--- config.mk ---
export PLATFORM = sky130hd
export DESIGN_NAME = rr_arbiter
export DESIGN_NICKNAME = d
export VERILOG_FILES = /design/src/rtl/rr_arbiter.sv
export SDC_FILE = /design/constraint.sdc
export NUM_CORES = 1
export LEC_CHECK = 0
export ABC_AREA = 1
export CORE_MARGIN = 3
export CORE_UTILIZATION = 35
export DETAILED_ROUTE_END_ITERATION = 8
export GPL_TIMING_DRIVEN = 0
export PLACE_DENSITY = 0.71
export SLEW_MARGIN = 15
export SYNTH_ARGS = -nofsm -noshare
export SYNTH_HDL_FRONTEND = slang
export SYNTH_SLANG_ARGS = --single-unit
export TNS_END_PERCENT = 10
--- constraint.sdc ---
create_clock -name clk -period 1.36 [get_ports clk]
set_input_delay 0.204 -clock clk [delete_from_list [all_inputs] [get_ports clk]]
set_output_delay 0.204 -clock clk [all_outputs]
set_load 0.02 [all_outputs]
--- src/rtl/rr_arbiter.sv ---
// Round-robin arbiter: registers a one-hot grant for one of WIDTH requesters,
// holds it until a valid/ready handshake, then rotates priority past the winner.

module priority_finder #(
  parameter int WIDTH = 4,
  localparam int IW = (WIDTH > 1) ? $clog2(WIDTH) : 1
) (
  input  logic [WIDTH-1:0] vec,
  output logic             found,
  output logic [IW-1:0]    index
);

  always_comb begin
    found = 1'b0;
    index = '0;
    for (int i = WIDTH - 1; i >= 0; i--) begin
      if (vec[i]) begin
        found = 1'b1;
        index = IW'(i);
      end
    end
  end

endmodule

module rr_arbiter #(
  parameter int WIDTH = 4,
  localparam int IW = (WIDTH > 1) ? $clog2(WIDTH) : 1
) (
  input  logic             clk,
  input  logic             rst,
  input  logic [WIDTH-1:0] req,
  input  logic             out_ready,
  output logic [WIDTH-1:0] grant,
  output logic [IW-1:0]    grant_index,
  output logic             grant_valid,
  output logic [WIDTH-1:0] ack
);

  typedef enum logic {IDLE, GRANT} state_t;

  state_t           state_q, state_d;
  logic [IW-1:0]    ptr_q, ptr_d;
  logic [WIDTH-1:0] grant_q, grant_d;
  logic [IW-1:0]    index_q, index_d;

  logic [IW-1:0]    ptr_after;
  logic [WIDTH-1:0] arb_v;
  logic [IW-1:0]    arb_p;
  logic [WIDTH-1:0] masked_v;
  logic             masked_found, raw_found;
  logic [IW-1:0]    masked_index, raw_index;
  logic [IW-1:0]    winner;

  // During a handshake the current winner is excluded and the search starts
  // just past it, so a new request can be granted in the same cycle.
  always_comb begin
    ptr_after = (index_q == IW'(WIDTH - 1)) ? '0 : index_q + IW'(1);
    if (state_q == GRANT) begin
      arb_v = req & ~grant_q;
      arb_p = ptr_after;
    end else begin
      arb_v = req;
      arb_p = ptr_q;
    end
    masked_v = '0;
    for (int i = 0; i < WIDTH; i++) begin
      masked_v[i] = arb_v[i] && (i >= int'(arb_p));
    end
  end

  priority_finder #(.WIDTH(WIDTH)) u_masked_find (
    .vec   (masked_v),
    .found (masked_found),
    .index (masked_index)
  );

  priority_finder #(.WIDTH(WIDTH)) u_raw_find (
    .vec   (arb_v),
    .found (raw_found),
    .index (raw_index)
  );

  assign winner = masked_found ? masked_index : raw_index;

  always_comb begin
    state_d = state_q;
    ptr_d   = ptr_q;
    grant_d = grant_q;
    index_d = index_q;
    case (state_q)
      IDLE: begin
        if (raw_found) begin
          grant_d = WIDTH'(1) << winner;
          index_d = winner;
          state_d = GRANT;
        end
      end
      GRANT: begin
        if (out_ready) begin
          ptr_d = ptr_after;
          if (raw_found) begin
            grant_d = WIDTH'(1) << winner;
            index_d = winner;
          end else begin
            grant_d = '0;
            index_d = '0;
            state_d = IDLE;
          end
        end
      end
      default: begin
        state_d = IDLE;
        grant_d = '0;
        index_d = '0;
      end
    endcase
  end

  always_ff @(posedge clk or posedge rst) begin
    if (rst) begin
      state_q <= IDLE;
      ptr_q   <= '0;
      grant_q <= '0;
      index_q <= '0;
    end else begin
      state_q <= state_d;
      ptr_q   <= ptr_d;
      grant_q <= grant_d;
      index_q <= index_d;
    end
  end

  assign grant       = grant_q;
  assign grant_index = index_q;
  assign grant_valid = (state_q == GRANT);
  assign ack         = grant_q & {WIDTH{grant_valid & out_ready}};

endmodule

==> After elaboration in Yosys (flattened, before gate mapping) <==
Cells that the tools add are included.
{ "totals": {"mem_bits_ro": 0, "regBits": 9, "ram_bits": 0, "in_bits": 7, "elab_cells": 51, "latchBits": 0, "mem_count": 0, "output_inout_bits": 11} }
{ "op_classes": {"bitwise_logic": 5, "shift": 1, "n_reduce_logical": 5, "order_cmp": 3, "div": 0, "n_eq_ne": 3, "mux": 29, "n_mul": 0, "add_sub_neg": 1} }
{ "ops": {"columns": ["operator", "count"], "rows": [
  ["$mux 2", 13],
  ["$mux 4", 4],
  ["$mux 1", 9],
  ["$and 4x4->4", 2],
  ["$pmux 4 s2", 1],
  ["$ge 1x2->1 const A", 2],
  ["$ne 2x2->1 const B", 2],
  ["$not 4->4", 1],
  ["$pmux 2 s2", 1],
  ["$reduce_and 2->1", 2],
  ["$shl 1x2->4 const A", 1],
  ["$logic_and 1x1->1", 3],
  ["$add 2x1->2 const B", 1],
  ["$eq 2x2->1 const B", 1],
  ["$ge 2x2->1 const A", 1],
  ["$pmux 1 s2", 1],
  ["$and 1x1->1", 1],
  ["$not 1->1", 1]
]} }

==> Longest topological paths before layout <==
Gate-level depths: netlist (run 1).
{ "depth": {"word_depth": 13, "mapped_depth": 11, "depth_no_buf": 11} }

==> Cells and area by module <==
A second synthesis (run 1) with hierarchy kept.
{ "hier_totals": {"hier_cells": 102, "hier_area_um2": 670.6} }
{ "by_module_without_submodules": {"columns": ["mod", "seq_area_each_um2", "cells_per_inst", "instances", "area_each_um2"], "rows": [
  ["rr_arbiter", 225.2, 86, 1, 598.1],
  ["priority_finder", 0.0, 8, 2, 36.3]
]} }

==> Worst setup path after synthesis (run 1) <==
OpenSTA, ideal clock, no wires.
{ "synth_timing": {"path_type": "register to register", "startpoint": "register index_q[0], in the netlist grant_index[0]", "endpoint": "register grant_q[2], in the netlist grant[2]", "arrival_ps": 1377, "slack_ps": -133, "synth_period_minus_slack_ps": 1493, "stages_incl_launch_ff": 12, "required_ps": 1243, "setup_ps": 117, "path_buffers": 0, "path_cell_list": "dfrtp_1 ha_1 inv_1 nand2_1 nand2_2 nand3_2 nand2_2 inv_2 nand2_2 nor2_2 nand2_1 nand2_1"} }
{ "synth_via": {"elab_chain_cells": 13, "elab_cells_between_ends": 22, "cone_classes": "add/sub (1); order compare (3); eq/ne (1); shift (1); mux (13); reduce/logical (3)"} }
{ "synth_lines": {"columns": ["element", "line_no", "source"], "rows": [
  ["start: declaration", "45", "logic [IW-1:0] index_q, index_d;"],
  ["start signal: assignment", "130", "index_q <= index_d;"],
  ["$add 2x1->2 / $eq 2x2->1 (equally long branches)", "58", "ptr_after = (index_q == IW'(WIDTH - 1)) ? '0 : index_q + IW'(1);"],
  ["$mux 2 *", "58", null],
  ["via ptr_after[1]", "47", "logic [IW-1:0] ptr_after;"],
  ["$mux 2 *", "59", "if (state_q == GRANT) begin"],
  ["$ge 2x2->1", "68", "masked_v[i] = arb_v[i] && (i >= int'(arb_p));"],
  ["$logic_and 1x1->1", "68", null],
  ["$mux 2 / $mux 1 (equally long branches) (3 in series)", "17", "if (vec[i]) begin"],
  ["$mux 2 *", "84", "assign winner = masked_found ? masked_index : raw_index;"],
  ["$shl 1x2->4 *", "94, 103", null],
  ["$mux 4", "102", "if (raw_found) begin"],
  ["$mux 4", "100", "if (out_ready) begin"],
  ["$pmux 4 s2 *", "91", "case (state_q)"],
  ["end signal: assignment", "129", "grant_q <= grant_d;"],
  ["end: declaration", "44", "logic [WIDTH-1:0] grant_q, grant_d;"]
]} }
The timed path passes the listed nets; every way through them passes the cells marked *. The select of a mux whose other input is x is not followed.
A chain may end at the register's enable or synchronous reset.

==> Worst setup path after layout (run 1) <==
Same ends and word-level chain as after synthesis.

==> impl_metrics.sql, run 1 <==
INSERT INTO impl_metrics (metric_group, metric, value, unit) VALUES
('route', 'wirelength', '1620', 'um'),
('run', 'max_cap_violations', '0', ''),
('finish', 'antennaDiodeCount', '0', ''),
('floorplan', 'initial_utilization', '0.377', ''),
('clocking', 'tritoncts_num_sinks', '9', ''),
('sta', 'slew_headroom', '0.777', ''),
('hold_path', 'min_path_type', 'primary input to async pin', ''),
('power', 'power.density', '1920', 'nW/um^2'),
('finish', 'syn_to_final_growth', '50.8', '%'),
('route', 'initialDrtViolationCount', '4', ''),
('sta', 'totalNegativeSetupSlack', '-0.157', 'ns'),
('yosys', 'netlist.top_cell.by_area', 'dfrtp_1', ''),
('place', 'post-place-cells', '136', ''),
('finish', 'finish.net_count', '130', ''),
('finish', 'drive_above_1_share', '0.421', ''),
('yosys', 'total_number_of_yosys_warnings', '0', ''),
('sta', 'timing.final.crit_period', '1.41', 'ns'),
('sta', 'grt_setup_unrepaired', 'true', ''),
('run_status', 'violations', 'setup timing', ''),
('critical_path', 'critical_path.startpoint_type', 'flop', ''),
('critical_path', 'reg2reg_to', 'grant[2]', ''),
('place', 'placement.io_buffers', '17', ''),
('clocking', 'cts_tree', 'done', ''),
('grt', 'first_global_vias', '617', ''),
('sta', 'worst-slew-pin-transition', '0.334', 'ns'),
('route', 'ant_nets', '0', ''),
('route', 'drcViolationCount', '0', ''),
('clocking', 'clock_tree.htree_level_count', '1', ''),
('critical_path', 'end_kind', 'flop', ''),
('sta', 'final-setup-viol-count', '4', ''),
('yosys', 'number_of_enable_flip_flop_cells_after_synthesis', '0', ''),
('finish', 'layout.cells.non_filler', '146', ''),
('route', 'drt_first_pass_iters', '2', ''),
('critical_path', 'r2r_cells', '11', ''),
('clocking', 'ctsRootBufferMaster', 'clkbuf_4', ''),
('sta', 'max_clock_freq', '707', 'MHz'),
('sta', 'final_critical_path_setup_slack', '-0.0539', 'ns'),
('sta', 'hold_viol', '0', ''),
('finish', 'final_area', '1000', 'um^2'),
('floorplan', 'design.die.area', '2460', 'um^2'),
('yosys', 'yosysUniqueCellTypes', '19', ''),
('floorplan', 'placement_rows', '15', ''),
('grt', 'grt_first_pass_wirelength', '2730', 'um'),
('sta', 'final_min_period_over_clock_period', '1.04', ''),
('route', 'avgViaCountPerCell', '4.38', ''),
('critical_path', 'rrSetupSlack', '-0.05', 'ns'),
('route', 'vias', '639', ''),
('yosys', 'synth_top_area_share', '0.338', ''),
('floorplan', 'top_level_pins', '18', ''),
('route', 'route.detailed.wl_per_inst', '11.1', 'um'),
('critical_path', 'cp_data_arrival_time', '1.62', 'ns'),
('clocking', 'clk_transition_reported_paths', '0.06', 'ns'),
('grt', 'globalRouteTotalUtil', '0.150', ''),
('floorplan', 'fp.coreArea', '1760', 'um^2'),
('clocking', 'cts-root-to-sink-buffers', '2', ''),
('place', 'place_congestion', '0.829', ''),
('place', 'place_hpwl', '1170', 'um'),
('critical_path', 'worst_r2r_startpoint', 'grant_index[0]', ''),
('yosys', 'synth_area_leaders', 'dfrtp_1 (34%), nand2_1 (19%), nand2_4 (10%)', ''),
('clocking', 'cts_made_buffers', '3', ''),
('place', 'place_area', '882', 'um^2'),
('yosys', 'syn_inst', '94', ''),
('yosys', 'most_common_flop_cell_mapped_by_yosys', 'dfrtp_1', ''),
('floorplan', 'die_h', '49.6', 'um'),
('grt', 'globalRoute.totalOverflow', '0', ''),
('finish', 'post-route-util', '0.569', ''),
('critical_path', 'critical_path.startpoint', 'grant_index[0]', ''),
('run_status', 'status', 'finished, violations left', ''),
('clocking', 'cts-hold-fix-buffers', '0', ''),
('yosys', 'postSynth.asyncResetShare', '1.00', ''),
('finish', 'mostFrequentLayoutCells', 'nand2_1 (28), inv_1 (12), nand2_2 (10), nand2_4 (8)', '');
==> how the worst max path moves through the flow <==
stage	end	slack, ns	depth (start not counted)
6_report	grant[2]	-0.05	11
5_1_grt	grant[2]	-0.16	11
4_1_cts	ack[1]	-0.16	4
3_5_place_dp	ack[1]	-0.51	4
3_3_place_gp	ack[1]	-0.52	4
2_1_floorplan	grant[2]	-0.03	11
==> cells in the mapped netlist, types with 2 or more instances <==
cell and n:
nand2_1 34, nand2_2 7, inv_1 14, dfrtp_1 9, inv_2 2, nand3_1 4, nor2_1 6, nand2_4 6
a21oi_1 2
==> through the flow <==
stage / setup WS [ns] / hold slack (ns)
after floorplan: -0.0264 / 0.0318
after global placement: -0.517 / 0.485
after detailed placement: -0.511 / 0.490
after CTS: -0.163 / 0.197
after global routing: -0.160 / 0.216
final: -0.0539 / 0.195
==> area by class of cell <==
type,count,area (um^2)
Fill cell,175,761
Multi-Input combinational cell,68,435
Sequential cell,9,228
Timing Repair Buffer,23,204
Inverter,16,63.8
Tap cell,25,31.3
Clock buffer,4,26.3
Buffer,1,15.0
==> what timing repair did <==
action,in CTS,in global routing
gates resized for setup,35,15
pin swaps,3,0
setup endpoints to repair,16,10
setup buffers,1,5
endpoints found under the hold margin,0,0
==> kinds of logic after synthesis <==
group / count (synthesis) / share of synthesized area
buffers and inverters: 17 / 0.107
AOI/OAI and AO/OA: 7 / 0.0714
DFF: 9 / 0.338
and+or+nand+nor: 60 / 0.464
adders and majority gates: 1 / 0.0188
==> state kept, by name (all words and copies together), names as in the netlist <==
signal and cells:
grant 4, grant_index 2, grant_valid 1, ptr_q 2
==> routing by layer <==
| metal | GRT usage | vias to the layer above | wire, um |
|---|---|---|---|
| met5 | 0 | - | 0 |
| li1 | - | 337 | - |
| met2 | 0.225 | 13 | 798 |
| met3 | 0.0695 | 5 | 85 |
| met4 | 0.0783 | 0 | 25 |
| met1 | 0.178 | 284 | 708 |
==> power by group <==
part | internal, mW | total (mW) | switching, mW
sequential | 0.379 | 0.513 | 0.134
clock | 0.113 | 0.208 | 0.0946
combinational | 0.501 | 1.21 | 0.709
==> worst max-delay path, stage by stage, from the launching register on <==
cell	delay, ns
dfrtp_2	0.44
ha_4	0.28
inv_1	0.04
nand2_1	0.06
nand2_2	0.06
nand3_2	0.09
nand2_2	0.06
inv_2	0.06
nand2_4	0.06
nor2_2	0.09
nand2_1	0.06
nand2_1	0.05
No activity file was read; power rests on OpenSTA's default activity.
==> run 2, diff against run 1 <==
--- a/config.mk
+++ b/config.mk
@@ -8,6 +8,7 @@
 export ABC_AREA = 1
 export CORE_MARGIN = 3
 export CORE_UTILIZATION = 35
+export CTS_BUF_LIST = sky130_fd_sc_hd__clkbuf_4 sky130_fd_sc_hd__clkbuf_8
 export DETAILED_ROUTE_END_ITERATION = 8
 export GPL_TIMING_DRIVEN = 0
 export PLACE_DENSITY = 0.71
==> impl_metrics.sql, run 2 (same netlist as run 1, synthesis figures left out) <==
INSERT INTO impl_metrics (metric_group, metric, value, unit) VALUES
('route', 'initialDrtViolationCount', '5', ''),
('clocking', 'cts_tree', 'done', ''),
('finish', 'finish.net_count', '130', ''),
('power', 'power.share.switching', '0.481', ''),
('clocking', 'ctsRootBufferMaster', 'clkbuf_4', ''),
('sta', 'grt_setup_unrepaired', 'true', ''),
('floorplan', 'fp.coreArea', '1760', 'um^2'),
('place', 'place_area', '882', 'um^2'),
('floorplan', 'design.die.area', '2460', 'um^2'),
('place', 'post-place-cells', '136', ''),
('power', 'total_power', '1.95', 'mW'),
('route', 'drt_first_pass_iters', '2', ''),
('sta', 'final-setup-viol-count', '4', ''),
('place', 'placement.io_buffers', '17', ''),
('finish', 'final_common_cell', 'nand2_1', ''),
('sta', 'final_critical_path_setup_slack', '-0.0515', 'ns'),
('route', 'drcViolationCount', '0', ''),
('finish', 'mostFrequentLayoutCells', 'nand2_1 (28), inv_1 (12), nand2_2 (10), nand2_4 (8)', ''),
('sta', 'clock_skew', '0.00283', 'ns'),
('sta', 'hold_viol', '0', ''),
('run_status', 'violations', 'setup timing', ''),
('critical_path', 'slowest_delay', '0.44', 'ns'),
('route', 'avgViaCountPerCell', '4.38', ''),
('finish', 'layout.cells.non_filler', '146', ''),
('floorplan', 'die_h', '49.6', 'um'),
('finish', 'drive_above_1_share', '0.430', ''),
('clocking', 'cts-root-to-sink-buffers', '2', ''),
('floorplan', 'initial_utilization', '0.377', ''),
('critical_path', 'end_kind', 'flop', ''),
('clocking', 'tritoncts_num_sinks', '9', ''),
('sta', 'worst-slew-pin-transition', '0.335', 'ns'),
('finish', 'syn_to_final_growth', '51.3', '%'),
('route', 'vias', '639', ''),
('power', 'max-vdd-ir-drop', '860', 'uV'),
('floorplan', 'die-width', '49.6', 'um'),
('clocking', 'clock_tree.htree_level_count', '1', ''),
('finish', 'final.fill_count', '175', ''),
('critical_path', 'timing.critical_path.required', '1.56', 'ns'),
('route', 'route.detailed.wl_per_inst', '11.1', 'um'),
('power', 'p_clk_frac', '0.117', ''),
('critical_path', 'critPathKind', 'flop to flop', ''),
('finish', 'largest_register_ffs', '4', ''),
('grt', 'globalRouteTotalUtil', '0.150', ''),
('clocking', 'worst_skew_pair_latency', '0.26', 'ns'),
('sta', 'timing.hold.ws', '0.195', 'ns'),
('grt', 'first_global_vias', '617', ''),
('critical_path', 'critical_path.startpoint_type', 'flop', ''),
('hold_path', 'min_path_type', 'primary input to async pin', ''),
('grt', 'antenna_violations_before_repair', '0', ''),
('sta', 'max_clock_freq', '708', 'MHz'),
('run_status', 'status', 'finished, violations left', ''),
('grt', 'globalRoute.totalOverflow', '0', ''),
('floorplan', 'top_level_pins', '18', ''),
('grt', 'pin_count_of_the_biggest_net_entering_global_routing', '11', ''),
('power', 'power_leakage', '0.520', 'nW'),
('sta', 'slew_headroom', '0.777', ''),
('floorplan', 'placement_rows', '15', ''),
('sta', 'timing.final.crit_period', '1.41', 'ns'),
('sta', 'final_min_period_over_clock_period', '1.04', ''),
('clocking', 'cts-hold-fix-buffers', '0', ''),
('sta', 'totalNegativeSetupSlack', '-0.148', 'ns'),
('clocking', 'cts_made_buffers', '3', ''),
('power', 'power.density', '1940', 'nW/um^2'),
('finish', 'antennaDiodeCount', '0', ''),
('run', 'max_cap_violations', '0', ''),
('critical_path', 'cpMostUsedCell', 'nand2_1', ''),
('route', 'ant_nets', '0', ''),
('power', 'power_frac_comb', '0.620', ''),
('critical_path', 'cp_data_arrival_time', '1.62', 'ns'),
('critical_path', 'cpMaxStageDelayCell', 'dfrtp_2', ''),
('power', 'internal_power', '1.01', 'mW'),
('power', 'seq_power_share', '0.263', ''),
('clocking', 'clk_transition_reported_paths', '0.06', 'ns'),
('sta', 'finalMaxSlewViolations', '0', ''),
('place', 'place_hpwl', '1170', 'um'),
('critical_path', 'critical_path_cell_sequence', 'ha_4 -> inv_1 -> nand2_1 -> nand2_2 -> nand3_2 -> nand2_2 -> inv_2 -> nand2_4 -> nor2_2 -> nand2_1 -> nand2_1', ''),
('power', 'power.net_switching', '937', 'uW'),
('grt', 'grt_first_pass_wirelength', '2730', 'um'),
('place', 'place_congestion', '0.829', ''),
('finish', 'final_area', '1010', 'um^2'),
('route', 'wirelength', '1620', 'um'),
('critical_path', 'timing.critical_path.fanout_max', '4', '');
-- run 2: cell count changes in the layout (fill, tap and decap cells not counted) --
cell      previous run  this run
clkbuf_1             1         0
clkbuf_4             3         4
-- run 2: timing repair --
| item | CTS | global route |
|---|---|---|
| setup buffers | 1 | 5 |
| endpoints found under the hold margin | 0 | 0 |
| pin swaps | 3 | 0 |
| endpoints found under the setup margin | 16 | 10 |
| gates resized for setup | 35 | 15 |
-- run 2: metal layers --
metal / track usage / vias up / wire [um]
li1: - / 337 / -
met1: 0.178 / 284 / 706
met2: 0.225 / 13 / 800
met3: 0.0695 / 5 / 85
met4: 0.0783 / 0 / 25
met5: 0 / - / 0
-- run 2: power groups by stage --
| stage | logic, mW | clock network (mW) | registers (mW) |
|---|---|---|---|
| 6_report | 1.21 | 0.227 | 0.513 |
| 5_1_grt | 1.35 | 0.265 | 0.531 |
| 4_1_cts | 1.08 | 0.240 | 0.526 |
| 3_5_place_dp | 1.07 | 0 | 0.531 |
| 3_3_place_gp | 1.05 | 0 | 0.521 |
| 2_1_floorplan | 0.661 | 0 | 0.586 |
-- run 2: metrics by stage --
step | worst slack [ns] | utilization
after floorplan | -0.0264 | -
after global placement | -0.517 | 0.500
after detailed placement | -0.511 | 0.500
after CTS | -0.163 | 0.534
after global routing | -0.161 | 0.571
final | -0.0515 | 0.571
-- run 2: critical path: cells and delay by family (launching register included) --
family	cells	cell delay, ns
AND/OR/NAND/NOR	8	0.53
flip-flops	1	0.44
adder cells (fa/ha/maj)	1	0.28
buffers and inverters	2	0.10
-- run 2: cell type report --
cell class                 count  area [um^2]  area share
multi-input combinational     68          435       0.432
sequential                     9          228       0.226
inverter                      16         63.8      0.0634
tap                           25         31.3      0.0311
timing repair buffer          23          204       0.202
buffer                         1         15.0      0.0149
clock buffer                   4         30.0      0.0298
-- run 2: final timing paths --
check / from / endpoint / slack, ns / depth (start not counted)
max in group asynchronous: rst / grant_index[0] / 0.90 / 2
worst min-delay path: rst / grant[0] / 0.19 / 2
min in group clk: ptr_q[1] / ptr_q[1] / 0.51 / 2
worst max-delay path: grant_index[0] / grant[2] / -0.05 / 11
worst min register to register: ptr_q[1] / ptr_q[1] / 0.51 / 2
worst max register to register: grant_index[0] / grant[2] / -0.05 / 11
==> run 3, diff against run 2 <==
--- a/config.mk
+++ b/config.mk
@@ -6,6 +6,7 @@
 export NUM_CORES = 1
 export LEC_CHECK = 0
 export ABC_AREA = 1
+export CORE_ASPECT_RATIO = 1.2
 export CORE_MARGIN = 3
 export CORE_UTILIZATION = 35
 export CTS_BUF_LIST = sky130_fd_sc_hd__clkbuf_4 sky130_fd_sc_hd__clkbuf_8
==> impl_metrics.sql, run 3 (same netlist as run 1, synthesis figures left out) <==
INSERT INTO impl_metrics (metric_group, metric, value, unit) VALUES
('run_status', 'status', 'finished, violations left', ''),
('run_status', 'violations', 'setup timing', ''),
('critical_path', 'cp_data_arrival_time', '1.25', 'ns'),
('floorplan', 'design.die.area', '2460', 'um^2'),
('finish', 'final_area', '1030', 'um^2'),
('critical_path', 'worst_r2r_startpoint', 'grant_valid', ''),
('sta', 'final-setup-viol-count', '10', ''),
('grt', 'grt_first_pass_wirelength', '2830', 'um'),
('finish', 'final_common_cell', 'nand2_1', ''),
('route', 'drt_first_pass_iters', '3', ''),
('critical_path', 'end_kind', 'output pin', ''),
('clocking', 'ctsRootBufferMaster', 'clkbuf_4', ''),
('sta', 'worst-slew-pin-transition', '0.359', 'ns'),
('place', 'placement.io_buffers', '17', ''),
('power', 'power_leakage', '0.534', 'nW'),
('critical_path', 'timing.critical_path.required', '1.16', 'ns'),
('sta', 'final_min_period_over_clock_period', '1.07', ''),
('hold_path', 'min_path_type', 'primary input to async pin', ''),
('grt', 'pin_count_of_the_biggest_net_entering_global_routing', '10', ''),
('power', 'power.share.switching', '0.484', ''),
('finish', 'drive_above_1_share', '0.446', ''),
('sta', 'final_critical_path_setup_slack', '-0.0956', 'ns'),
('floorplan', 'top_level_pins', '18', ''),
('power', 'internal_power', '1.06', 'mW'),
('power', 'seq_power_share', '0.249', ''),
('floorplan', 'fp.coreArea', '1720', 'um^2'),
('critical_path', 'critPathKind', 'flop to output pin', ''),
('grt', 'globalRouteTotalUtil', '0.157', ''),
('critical_path', 'r2r_cells', '11', ''),
('finish', 'syn_to_final_growth', '54.5', '%'),
('sta', 'max_clock_freq', '687', 'MHz'),
('critical_path', 'critPathCapture', 'ack[3]', ''),
('floorplan', 'placement_rows', '16', ''),
('clocking', 'cts_tree', 'done', ''),
('grt', 'antenna_violations_before_repair', '0', ''),
('route', 'avgViaCountPerCell', '4.73', ''),
('place', 'place_congestion', '0.752', ''),
('sta', 'slew_headroom', '0.760', ''),
('clocking', 'cts-hold-fix-buffers', '0', ''),
('place', 'place_area', '873', 'um^2'),
('floorplan', 'die-width', '45.8', 'um'),
('finish', 'final.fill_count', '159', ''),
('sta', 'timing.final.crit_period', '1.46', 'ns'),
('route', 'wirelength', '1710', 'um'),
('finish', 'largest_register_ffs', '4', ''),
('power', 'power_frac_comb', '0.637', ''),
('finish', 'mostFrequentLayoutCells', 'nand2_1 (28), inv_1 (12), nand2_2 (11), buf_4 (9)', ''),
('route', 'vias', '657', ''),
('finish', 'multi_input_gate_area_in_the_final_layout', '464', 'um^2'),
('run', 'max_cap_violations', '0', ''),
('finish', 'finish.net_count', '130', ''),
('power', 'p_clk_frac', '0.114', ''),
('critical_path', 'timing.critical_path.fanout_max', '8', ''),
('power', 'max-vdd-ir-drop', '1080', 'uV'),
('clocking', 'cts_made_buffers', '3', ''),
('sta', 'hold_viol', '0', ''),
('clocking', 'tritoncts_num_sinks', '9', ''),
('critical_path', 'reg2reg_to', 'grant[3]', ''),
('power', 'power.net_switching', '989', 'uW'),
('floorplan', 'initial_utilization', '0.387', ''),
('route', 'drcViolationCount', '0', ''),
('sta', 'finalMaxSlewViolations', '0', ''),
('sta', 'timing.hold.ws', '0.220', 'ns'),
('route', 'route.detailed.wl_per_inst', '12.3', 'um'),
('clocking', 'worst_skew_pair_latency', '0.27', 'ns'),
('sta', 'clock_skew', '0.00831', 'ns'),
('critical_path', 'critical_path.startpoint', 'grant_valid', ''),
('grt', 'first_global_vias', '658', ''),
('power', 'power.density', '1990', 'nW/um^2'),
('clocking', 'clock_tree.htree_level_count', '1', ''),
('finish', 'antennaDiodeCount', '0', ''),
('grt', 'globalRoute.totalOverflow', '0', ''),
('critical_path', 'rrSetupSlack', '-0.1', 'ns'),
('sta', 'grt_setup_unrepaired', 'true', ''),
('floorplan', 'die_h', '53.8', 'um'),
('finish', 'register_area', '228', 'um^2'),
('clocking', 'cts-root-to-sink-buffers', '2', ''),
('route', 'initialDrtViolationCount', '7', ''),
('critical_path', 'critical_path.startpoint_type', 'flop', ''),
('clocking', 'clk_transition_reported_paths', '0.07', 'ns'),
('place', 'place_hpwl', '1270', 'um'),
('route', 'ant_nets', '0', '');
[run 3: cell types whose count changed in the layout (fill, tap and decap cells not counted), sizes merged]
cell	change
buf	+1
clkbuf	-1
clkdlybuf4s15	+1
clkinvlp	-1
dlygate4sd2	-1
inv	+1
[run 3: how the worst min path moves through the flow]
| stage | endpoint | slack [ns] |
|---|---|---|
| after floorplan | grant[0] | 0.03 |
| after global placement | grant[3] | 0.49 |
| after detailed placement | grant[3] | 0.52 |
| after CTS | grant_valid | 0.23 |
| after global routing | grant_valid | 0.27 |
| final | grant_valid | 0.22 |
[run 3: stage by stage]
step,power [mW],instances,util,worst slack [ns],setup TNS (ns)
global placement,1.58,129,0.507,-0.488,-2.41
CTS,1.80,134,0.526,-0.112,-0.523
detailed placement,1.61,129,0.507,-0.537,-2.74
floorplan,1.25,94,-,-0.0264,-0.0942
global route,2.21,139,0.597,-0.198,-1.38
finish,2.04,139,0.597,-0.0956,-0.657
[run 3: routing by layer]
layer  global-route usage  vias up  share of wire
met4                    0        0              0
met1                0.176      305           0.42
met2                0.300       13           0.54
met5                    0        -              0
li1                     -      339              -
met3               0.0502        0          0.039
[run 3: repair_timing]
action / CTS / global route
buffers inserted: 1 / 5
pin swaps: 1 / 12
setup endpoints to repair: 17 / 10
resized for setup: 30 / 25
[run 3: cell type report]
type / count / area share
well taps: 18 / 0.0219
plain buffers: 1 / 0.0109
flip-flops and latches: 9 / 0.221
repair buffers: 23 / 0.207
inverters: 16 / 0.0584
clock buffers: 4 / 0.0292
multi-input cells: 68 / 0.451
[run 3: critical path, stage by stage (launching register included)]
cell,delay (ns)
dfrtp_1,0.42
buf_6,0.14
buf_4,0.15
nand2_8,0.09
nor2_1,0.05
buf_4,0.15
[run 3: power by group through the flow]
stage	logic, mW	registers (mW)	clock network [mW]
finish	1.30	0.510	0.233
global route	1.44	0.527	0.250
CTS	1.04	0.523	0.237
detailed placement	1.08	0.527	0
global placement	1.05	0.523	0
floorplan	0.661	0.586	0
